`src/rtl/source_split.sv`:
```
// source_split: demultiplexes a byte stream of header-prefixed TS packets onto four channels.
// Each packet is HDR_LEN pseudo-header bytes (PLP ID, PLP ID + 2, zeros) followed by TS_LEN
// TS bytes starting with SYNC_BYTE. Good packets are forwarded one cycle late on a shared
// registered data bus, qualified per channel; anything malformed is dropped and counted.
//
// Ports:
//   SYS_CLK     single clock, rising edge
//   RST         synchronous active-high reset
//   DATA_IN     input stream byte
//   D_VALID_IN  high for every byte of a packet, low for >= 1 cycle between packets
//   P_SYNC_IN   high on the first TS byte (stream index HDR_LEN)
//   DATA_OUT    registered TS byte, shared by all channels
//   VALID_OUT   one-hot channel qualifier for DATA_OUT
//   P_SYNC_OUT  one-hot marker of the sync byte
//   PKT_END     one-hot pulse with the last TS byte
//   PKT_ERR     one-hot pulse when a packet being forwarded is cut short
//   ERR_CNT     saturating count of rejected or damaged packets (ERR_W bits, default 16)
module source_split #(
    parameter int unsigned HDR_LEN   = 4,
    parameter int unsigned TS_LEN    = 188,
    parameter logic [7:0]  SYNC_BYTE = 8'h47,
    parameter int unsigned ERR_W     = 16
) (
    input  logic             SYS_CLK,
    input  logic             RST,
    input  logic [7:0]       DATA_IN,
    input  logic             D_VALID_IN,
    input  logic             P_SYNC_IN,
    output logic [7:0]       DATA_OUT,
    output logic [3:0]       VALID_OUT,
    output logic [3:0]       P_SYNC_OUT,
    output logic [3:0]       PKT_END,
    output logic [3:0]       PKT_ERR,
    output logic [ERR_W-1:0] ERR_CNT
);

    localparam logic [1:0] StIdle    = 2'd0;
    localparam logic [1:0] StHeader  = 2'd1;
    localparam logic [1:0] StPayload = 2'd2;
    localparam logic [1:0] StDiscard = 2'd3;

    localparam logic [7:0] HdrLast  = 8'(HDR_LEN - 1);
    localparam logic [7:0] SyncIdx  = 8'(HDR_LEN);
    localparam logic [7:0] LastIdx  = 8'(HDR_LEN + TS_LEN - 1);

    logic [1:0]       state_q, state_d;
    logic [7:0]       cnt_q, cnt_d;
    logic [7:0]       hdr0_q, hdr0_d;
    logic             hdr_ok_q, hdr_ok_d;
    logic [1:0]       ch_q, ch_d;
    // Cleared by reset; a packet may only start after D_VALID_IN has been seen low, so the
    // tail of a packet interrupted by reset is not mistaken for a new header.
    logic             armed_q, armed_d;
    // Set for one cycle after the last TS byte, to catch a missing inter-packet gap.
    logic             last_q, last_d;
    // An error was already counted for the current packet.
    logic             err_seen_q, err_seen_d;
    logic [ERR_W-1:0] err_cnt_q;

    logic [7:0] data_out_q;
    logic [3:0] valid_out_q, p_sync_out_q, pkt_end_q, pkt_err_q;

    logic       pkt_start, err_evt, err_inc;
    logic       fwd, fwd_sync, fwd_end, trunc;
    logic       hdr_ok_now;
    logic [3:0] ch_oh;

    assign ch_oh = 4'b0001 << ch_q;

    always_comb begin
        state_d    = state_q;
        cnt_d      = cnt_q;
        hdr0_d     = hdr0_q;
        hdr_ok_d   = hdr_ok_q;
        ch_d       = ch_q;
        armed_d    = armed_q | ~D_VALID_IN;
        last_d     = 1'b0;
        pkt_start  = 1'b0;
        err_evt    = 1'b0;
        fwd        = 1'b0;
        fwd_sync   = 1'b0;
        fwd_end    = 1'b0;
        trunc      = 1'b0;
        hdr_ok_now = hdr_ok_q;

        unique case (state_q)
            StIdle: begin
                cnt_d = 8'd0;
                if (D_VALID_IN && armed_q) begin
                    if (last_q) begin
                        // Previous packet ran on without a gap.
                        err_evt = 1'b1;
                        state_d = StDiscard;
                    end else begin
                        pkt_start = 1'b1;
                        err_evt   = P_SYNC_IN;
                        hdr0_d    = DATA_IN;
                        hdr_ok_d  = (DATA_IN < 8'd4);
                        cnt_d     = 8'd1;
                        state_d   = StHeader;
                    end
                end
            end

            StHeader: begin
                if (!D_VALID_IN) begin
                    err_evt = 1'b1;
                    cnt_d   = 8'd0;
                    state_d = StIdle;
                end else begin
                    err_evt    = P_SYNC_IN;
                    hdr_ok_now = hdr_ok_q & ((cnt_q == 8'd1) ? (DATA_IN == hdr0_q + 8'd2)
                                                             : (DATA_IN == 8'h00));
                    hdr_ok_d   = hdr_ok_now;
                    cnt_d      = cnt_q + 8'd1;
                    if (cnt_q == HdrLast) begin
                        if (hdr_ok_now) begin
                            ch_d    = hdr0_q[1:0];
                            state_d = StPayload;
                        end else begin
                            err_evt = 1'b1;
                            state_d = StDiscard;
                        end
                    end
                end
            end

            StPayload: begin
                if (!D_VALID_IN) begin
                    err_evt = 1'b1;
                    // Only flag truncation once bytes have actually gone out.
                    trunc   = (cnt_q != SyncIdx);
                    cnt_d   = 8'd0;
                    state_d = StIdle;
                end else if (cnt_q == SyncIdx) begin
                    if (!P_SYNC_IN || DATA_IN != SYNC_BYTE) begin
                        err_evt = 1'b1;
                        state_d = StDiscard;
                    end else begin
                        fwd      = 1'b1;
                        fwd_sync = 1'b1;
                        cnt_d    = cnt_q + 8'd1;
                    end
                end else begin
                    fwd     = 1'b1;
                    err_evt = P_SYNC_IN;
                    if (cnt_q == LastIdx) begin
                        fwd_end = 1'b1;
                        last_d  = 1'b1;
                        cnt_d   = 8'd0;
                        state_d = StIdle;
                    end else begin
                        cnt_d = cnt_q + 8'd1;
                    end
                end
            end

            StDiscard: begin
                if (!D_VALID_IN) begin
                    cnt_d   = 8'd0;
                    state_d = StIdle;
                end
            end

            default: begin
                cnt_d   = 8'd0;
                state_d = StIdle;
            end
        endcase

        err_inc    = err_evt && (pkt_start || !err_seen_q) && (err_cnt_q != '1);
        err_seen_d = (pkt_start ? 1'b0 : err_seen_q) | err_evt;
    end

    always_ff @(posedge SYS_CLK) begin
        if (RST) begin
            state_q      <= StIdle;
            cnt_q        <= 8'd0;
            hdr0_q       <= 8'd0;
            hdr_ok_q     <= 1'b0;
            ch_q         <= 2'd0;
            armed_q      <= 1'b0;
            last_q       <= 1'b0;
            err_seen_q   <= 1'b0;
            err_cnt_q    <= '0;
            data_out_q   <= 8'd0;
            valid_out_q  <= 4'd0;
            p_sync_out_q <= 4'd0;
            pkt_end_q    <= 4'd0;
            pkt_err_q    <= 4'd0;
        end else begin
            state_q      <= state_d;
            cnt_q        <= cnt_d;
            hdr0_q       <= hdr0_d;
            hdr_ok_q     <= hdr_ok_d;
            ch_q         <= ch_d;
            armed_q      <= armed_d;
            last_q       <= last_d;
            err_seen_q   <= err_seen_d;
            if (err_inc) begin
                err_cnt_q <= err_cnt_q + ERR_W'(1);
            end
            if (fwd) begin
                data_out_q <= DATA_IN;
            end
            valid_out_q  <= fwd      ? ch_oh : 4'd0;
            p_sync_out_q <= fwd_sync ? ch_oh : 4'd0;
            pkt_end_q    <= fwd_end  ? ch_oh : 4'd0;
            pkt_err_q    <= trunc    ? ch_oh : 4'd0;
        end
    end

    assign DATA_OUT   = data_out_q;
    assign VALID_OUT  = valid_out_q;
    assign P_SYNC_OUT = p_sync_out_q;
    assign PKT_END    = pkt_end_q;
    assign PKT_ERR    = pkt_err_q;
    assign ERR_CNT    = err_cnt_q;

endmodule

```
`config.mk`:
```
export PLATFORM = sky130hd
export DESIGN_NAME = source_split
export DESIGN_NICKNAME = d
export VERILOG_FILES = /design/src/rtl/source_split.sv
export SDC_FILE = /design/constraint.sdc
export NUM_CORES = 1
export LEC_CHECK = 0
export CELL_PAD_IN_SITES_DETAIL_PLACEMENT = 0
export CELL_PAD_IN_SITES_GLOBAL_PLACEMENT = 1
export CORE_ASPECT_RATIO = 1.75
export CORE_MARGIN = 4
export CORE_UTILIZATION = 36
export CTS_CLUSTER_SIZE = 40
export DETAILED_ROUTE_END_ITERATION = 8
export PLACE_DENSITY = 0.74
export SKIP_CTS_REPAIR_TIMING = 1
export SLEW_MARGIN = 20
export SYNTH_ARGS = -nofsm -noshare
export SYNTH_HDL_FRONTEND = slang
export SYNTH_SLANG_ARGS = --single-unit
```
`constraint.sdc`:
```
create_clock -name SYS_CLK -period 2.4 [get_ports SYS_CLK]
set_clock_uncertainty 0.05 [all_clocks]
set_input_delay 0.36 -clock SYS_CLK [delete_from_list [all_inputs] [get_ports SYS_CLK]]
set_output_delay 0.36 -clock SYS_CLK [all_outputs]
set_load 0.005 [all_outputs]
```
-- After elaboration in Yosys (flattened, before gate mapping)
Index checks and enable logic that the tools add are counted.
- flip-flop bits (word level): 64
- output and inout port bits: 40
- logic and storage cells: 117
- add/sub/neg operators: 3
- $lt $le $gt $ge: 1
- equal/unequal tests: 19
- shift-type cells: 1
- mux-type cells: 51
- bitwise gates (word level): 9
- reductions and logical operators: 19
- operators by type and width (operator ; number):
    8-bit 2-to-1 mux ; 6
    1-bit 2-to-1 mux ; 32
    8-bit case mux with 4 select lines ; 1
    2-bit 2-to-1 mux ; 9
    16-bit by 1-bit adder with 16-bit output, second input constant ; 1
    16-bit inequality test, second input constant ; 1
    4-bit inequality test, second input constant ; 3
    8-bit by 1-bit adder with 8-bit output, second input constant ; 1
    8-bit by 2-bit adder with 8-bit output, second input constant ; 1
    8-bit by 1-bit equality test with 1-bit output, second input constant ; 1
    8-bit by 2-bit equality test with 1-bit output, second input constant ; 1
    8-bit by 3-bit equality test with 1-bit output, second input constant ; 1
    8-bit equality test ; 1
    8-bit equality test, second input constant ; 1
    8-bit logical NOT ; 1
    8-bit by 3-bit less-than comparator with 1-bit output, second input constant ; 1
    2-bit inequality test, second input constant ; 4
    8-bit by 3-bit inequality test with 1-bit output, second input constant ; 1
    8-bit by 7-bit inequality test with 1-bit output, second input constant ; 1
    2-bit case mux with 4 select lines ; 1
    4-bit AND reduction ; 2
    2-bit OR reduction ; 4
    1-bit NOT ; 6
    5-bit AND reduction ; 1
    other kinds (15) ; 21

-- Logic depth before layout (Yosys ltp)
- word-level depth: 10
- depth in mapped cells: 9
- mapped depth without buffers: 8

-- Least setup slack after synthesis
Ideal clock, no wire load.
- path type: register -> register
- start point: reg hdr0_q[1]
- end point: reg err_cnt_q[8] (netlist: ERR_CNT[8])
- arrival time: 2.275 ns
- data required time: 2.229 ns
- path slack: -0.047 ns
- cell stages (with the launch flop): 10
- clock period less this slack: 2.447 ns
- path through: dfxtp_1 > ha_1 > xnor2_1 > and4_2 > o211ai_1 > o41ai_4 > a21o_4 > buf_8 > nor4b_2 > mux2_4
- cells in the longest elaborated chain, start to end: 10
- ends and longest elaborated chain (what ; line ; RTL):
    start: declaration ; 48 ; logic [7:0] hdr0_q, hdr0_d;
    start signal: assignment ; 194 ; hdr0_q <= hdr0_d;
    8-bit by 2-bit adder with 8-bit output ; 112 ; hdr_ok_now = hdr_ok_q & ((cnt_q == 8'd1) ? (DATA_IN == hdr0_q + 8'd2)
    8-bit equality test ; 112 ;
    1-bit 2-to-1 mux ; 112 ;
    1-bit bitwise AND ; 112 ;
    1-bit 2-to-1 mux ; 117 ; if (hdr_ok_now) begin
    1-bit 2-to-1 mux ; 116 ; if (cnt_q == HdrLast) begin
    1-bit 2-to-1 mux ; 106 ; if (!D_VALID_IN) begin
    1-bit case mux with 3 select lines ; 86 ; unique case (state_q)
    1-bit logical AND (2 in series) ; 171 ; err_inc = err_evt && (pkt_start || !err_seen_q) && (err_cnt_q != '1);
    end signal: assignment ; 201 ; err_cnt_q <= err_cnt_q + ERR_W'(1);
    end: declaration ; 58 ; logic [ERR_W-1:0] err_cnt_q;
No other way between the ends.
A chain may end at the register's enable or synchronous reset.

-- Worst setup path after layout
- start point: in DATA_IN[1]
- end point: reg err_cnt_q[9] (netlist: ERR_CNT[9])
- cells in the longest elaborated chain, start to end: 9
- elaborated cells on any way between the ends: 15
- ends and longest elaborated chain (what ; line ; RTL):
    start: declaration ; 26 ; input logic [7:0] DATA_IN,
    8-bit equality test or 8-bit logical NOT (tied branches) ; 112, 113 ;
    1-bit 2-to-1 mux ; 112 ;
    1-bit bitwise AND ; 112 ;
    1-bit 2-to-1 mux ; 117 ;
    1-bit 2-to-1 mux ; 116 ;
    1-bit 2-to-1 mux ; 106 ;
    1-bit case mux with 3 select lines * ; 86 ;
    1-bit logical AND * (2 in series) ; 171 ;
Every way passes the cells marked *; elsewhere a longest branch is shown, timed or not.

==> run_results.csv <==
group,metric,value,unit
setup_path,cp.arrival,2.62,ns
sta,fin_crit,2.44,ns
floorplan,die_h,132,um
clock_tree,clkLatencyLatePin,0.33,ns
sta,hold_ws,0.348,ns
final_layout,drive_gt1_frac,0.276,
detailed_routing,antenna_left,0,
power_and_ir_drop,ir_drop,436,uV
sta,fin_crit_sh,1.02,
sta,fmax,0.409,GHz
floorplan,fp.dieArea,10400,sq um
setup_path,worstReg2RegStart,"hdr0_q[1]",
yosys,syn_area,3170,sq um
yosys,netlist-cell-type-count,66,
setup_path,cp_top_family,"buffers and inverters",
yosys,synth.top_cell.area_share,0.404,
yosys,synth_fa_ha_area_frac,0.0197,
power_and_ir_drop,pwr-share-comb,0.138,
yosys,synth_area_leaders,"dfxtp_1 40%, nor2_1 5.9%, a21oi_1 4.3%, nand2_1 4.1%, mux2i_1 3.2%",
setup_path,worstSetupEndpointType,"flip-flop",
floorplan,core,8610,sq um
detailed_routing,wl_per_cell,14.9,um
yosys,synth_cells,352,
detailed_routing,via_count,2960,
global_route,grt.overflow.total,0,
power_and_ir_drop,seqPwrFrac,0.399,
detailed_routing,drc,0,
setup_path,crit_fanout,5,
detailed_routing,firstDrtPassIters,4,
yosys,synth_warnings,0,
setup_path,required,2.58,ns
global_route,grt_pass1_wl,14600,um
clock_tree,cts_htree_levels,3,
final_layout,fill_cells,800,
floorplan,num_io_pins,52,
power_and_ir_drop,power.switching,0.000725,W
final_layout,num_antenna_cells,0,
final_layout,seqCellArea,1280,sq um
worst_hold_path,min_from,"DATA_IN[5]",
detailed_routing,routed_via_density,5.09,
power_and_ir_drop,power,0.00280,W
global_route,antenna_found_initial,0,
yosys,synth-edff-count,0,
status,status,"finished, violations left",
setup_path,crit_path_top_delay_cell,"clkdlybuf4s50_1",
clock_tree,cts_inserted_buffers,9,
clock_tree,path_clk_slew,0.05,ns
setup_path,worstSetupStartpoint,"DATA_IN[1]",
power_and_ir_drop,p_clk_frac,0.463,
yosys,synth_largest_area_cell,"dfxtp_1",
final_layout,final_util,0.543,
power_and_ir_drop,internal_power,0.00207,W
setup_path,start_kind,"input port",
detailed_routing,wirelength,8650,um
final_layout,multi_input_area,1940,sq um
status,violations,"negative setup slack",
yosys,ys_ff_latch,64,
final_layout,fin_area,4680,sq um
yosys,synth-main-ff-cell,"dfxtp_1",
sta,finalHoldViolCount,0,
placed_design,place_congestion,0.835,
setup_path,cpMostUsedCell,"buf_4",
placed_design,place.port_buffers,51,
sta,tightest_slew,0.524,ns
flow_run,maxCapViolations,0,
sta,fin_ws,-0.0429,ns
setup_path,slowest_delay,0.47,ns
power_and_ir_drop,swShare,0.259,
detailed_routing,drt_iter0_drc,83,
floorplan,die-width,79.0,um
placed_design,place_area,4160,sq um
sta,max-slew-margin-rel,0.651,
setup_path,crit_chain,"clkdlybuf4s50_1 -> xor2_1 -> and4_2 -> o211ai_1 -> buf_4 -> o41ai_4 -> buf_4 -> buf_4 -> a2111oi_4 -> a21oi_1 -> a31o_1",
yosys,synth-xor-area-share,0.0497,
yosys,synth_compound_area_frac,0.146,
clock_tree,cts-root-buf,"clkbuf_16",
yosys,avgSynthCellArea,9.01,sq um
clock_tree,cts_tree,"built",
global_route,grt_pass1_vias,3108,
worst_hold_path,min_path_type,"in2reg",
floorplan,rows,45,
yosys,synth-simple-area-share,0.289,
yosys,async_flop_share,0,
clock_tree,clock-sinks,64,
final_layout,syn2layout_area_growth,47.4,%
sta,maxSlewViolCount,0,
power_and_ir_drop,leakagePower,1.84,nW
yosys,synth_mux_area_frac,0.0564,
global_route,grtUsageTotal,0.176,
sta,setup_violations,5,
yosys,yosysMostFrequentCell,"dfxtp_1",
sta,rsz0062_at_grt,"yes",
yosys,synth_nets,369,
yosys,synth_top_family_by_area,"simple AND/OR/NAND/NOR gates",
clock_tree,clock_path_buffers,2,
placed_design,place.detailed.hpwl,6410,um
final_layout,nNetsFinal,476,
floorplan,start_util,0.368,
yosys,ys_seq_area_frac,0.404,
setup_path,cp_num_buf_inv,4,
power_and_ir_drop,powerDensity,598,nW/um^2
setup_path,critical_path_class,"in2reg",
global_route,grt_max_degree,27,
yosys,synth_commonest_cells,"64 x dfxtp_1, 50 x nor2_1, 35 x nand2_1",
[worst reg2reg max path, cell delays in order (launching register included)]
cell and delay, ns:
dfxtp_2 0.34, ha_4 0.23, xnor2_1 0.11, and4_2 0.20, o211ai_1 0.09, buf_4 0.16, o41ai_4 0.07, buf_4 0.16
buf_4 0.14, a2111oi_4 0.43, a21oi_1 0.13, a31o_1 0.20
[final cells by class]
| type | instances | share of cell area |
|---|---|---|
| clock buffer | 9 | 0.0481 |
| clock inverter | 7 | 0.0152 |
| inverter | 10 | 0.00802 |
| multi-input combinational | 264 | 0.414 |
| sequential | 64 | 0.275 |
| tap | 117 | 0.0313 |
| timing repair buffer | 110 | 0.208 |
[worst paths after layout]
kind                       to  slack [ns]  cells after the start
setup / recovery   ERR_CNT[9]       -0.04                     11
hold / removal    DATA_OUT[5]        0.35                      3
setup reg to reg   ERR_CNT[9]       -0.03                     11
hold reg to reg   DATA_OUT[3]        0.40                      2
[flip-flops by register name (all words and copies together) (netlist names)]
name,cells
P_SYNC_OUT,4
DATA_OUT,8
cnt_q,8
VALID_OUT,4
PKT_ERR,4
hdr0_q,8
ERR_CNT,16
ch_q,2
armed_q,1
hdr_ok_q,1
PKT_END,4
last_q,1
err_seen_q,1
state_q,2
[layout by cell type, fill, tap and decap left out, drive strengths merged, types with 2 or more instances in the layout]
| cell | synthesis | layout |
|---|---|---|
| buf | 3 | 60 |
| ha | 5 | 5 |
| nor4 | 6 | 6 |
| inv | 10 | 11 |
| clkinvlp | 0 | 3 |
| and3 | 9 | 9 |
| xor2 | 9 | 9 |
| and2b | 2 | 2 |
| o31ai | 4 | 4 |
| nor3 | 8 | 8 |
| a31o | 2 | 2 |
| nand3 | 14 | 14 |
| nand2b | 4 | 4 |
| mux2i | 10 | 10 |
| and4 | 5 | 5 |
| and4b | 3 | 3 |
| nor2b | 9 | 9 |
| dfxtp | 64 | 64 |
| a221oi | 2 | 2 |
| dlymetal6s2s | 0 | 6 |
| a21oi | 27 | 27 |
| clkbuf | 11 | 9 |
| nor2 | 51 | 51 |
| mux2 | 6 | 6 |
| nand4 | 6 | 6 |
| xnor2 | 9 | 9 |
| clkdlybuf4s50 | 0 | 44 |
| or4 | 3 | 3 |
| a31oi | 3 | 3 |
| nand2 | 35 | 35 |
| and2 | 4 | 4 |
| o21ai | 3 | 3 |
| nand4b | 2 | 2 |
| o211ai | 3 | 3 |
| clkinv | 0 | 2 |
| o41ai | 3 | 3 |
[logic make-up after synthesis]
kind of cell	count (synthesis)
AOI/OAI and AO/OA	59
xor gates and xnor gates	18
adders and majority gates	5
buffers and inverters	24
DFF	64
muxes	16
and+or+nand+nor	166
[layer usage]
metal / part of all wire / vias to the layer above / GRT usage
met5: 0 / - / 0
met4: 0.033 / 0 / 0.0822
met3: 0.031 / 23 / 0.0492
met2: 0.55 / 58 / 0.315
met1: 0.39 / 1414 / 0.186
li1: - / 1465 / -
[stage by stage]
step	setup TNS (ns)	instances	worst slack, ns
global route	-0.959	581	-0.128
finish	-0.108	581	-0.0429
floorplan	0	352	0.00542
detailed placement	-10.90	558	-0.561
global placement	-9.01	558	-0.502
CTS	-1.77	574	-0.207
[power groups by stage]
stage	Combinational [W]	Clock, W	Sequential [W]
finish	0.000387	0.00129	0.00112
global route	0.000423	0.00138	0.00112
CTS	0.000349	0.00132	0.00112
detailed placement	0.000348	0	0.00114
global placement	0.000342	0	0.00114
floorplan	0.000208	0	0.00113
Power figures use the tool's default switching activity.
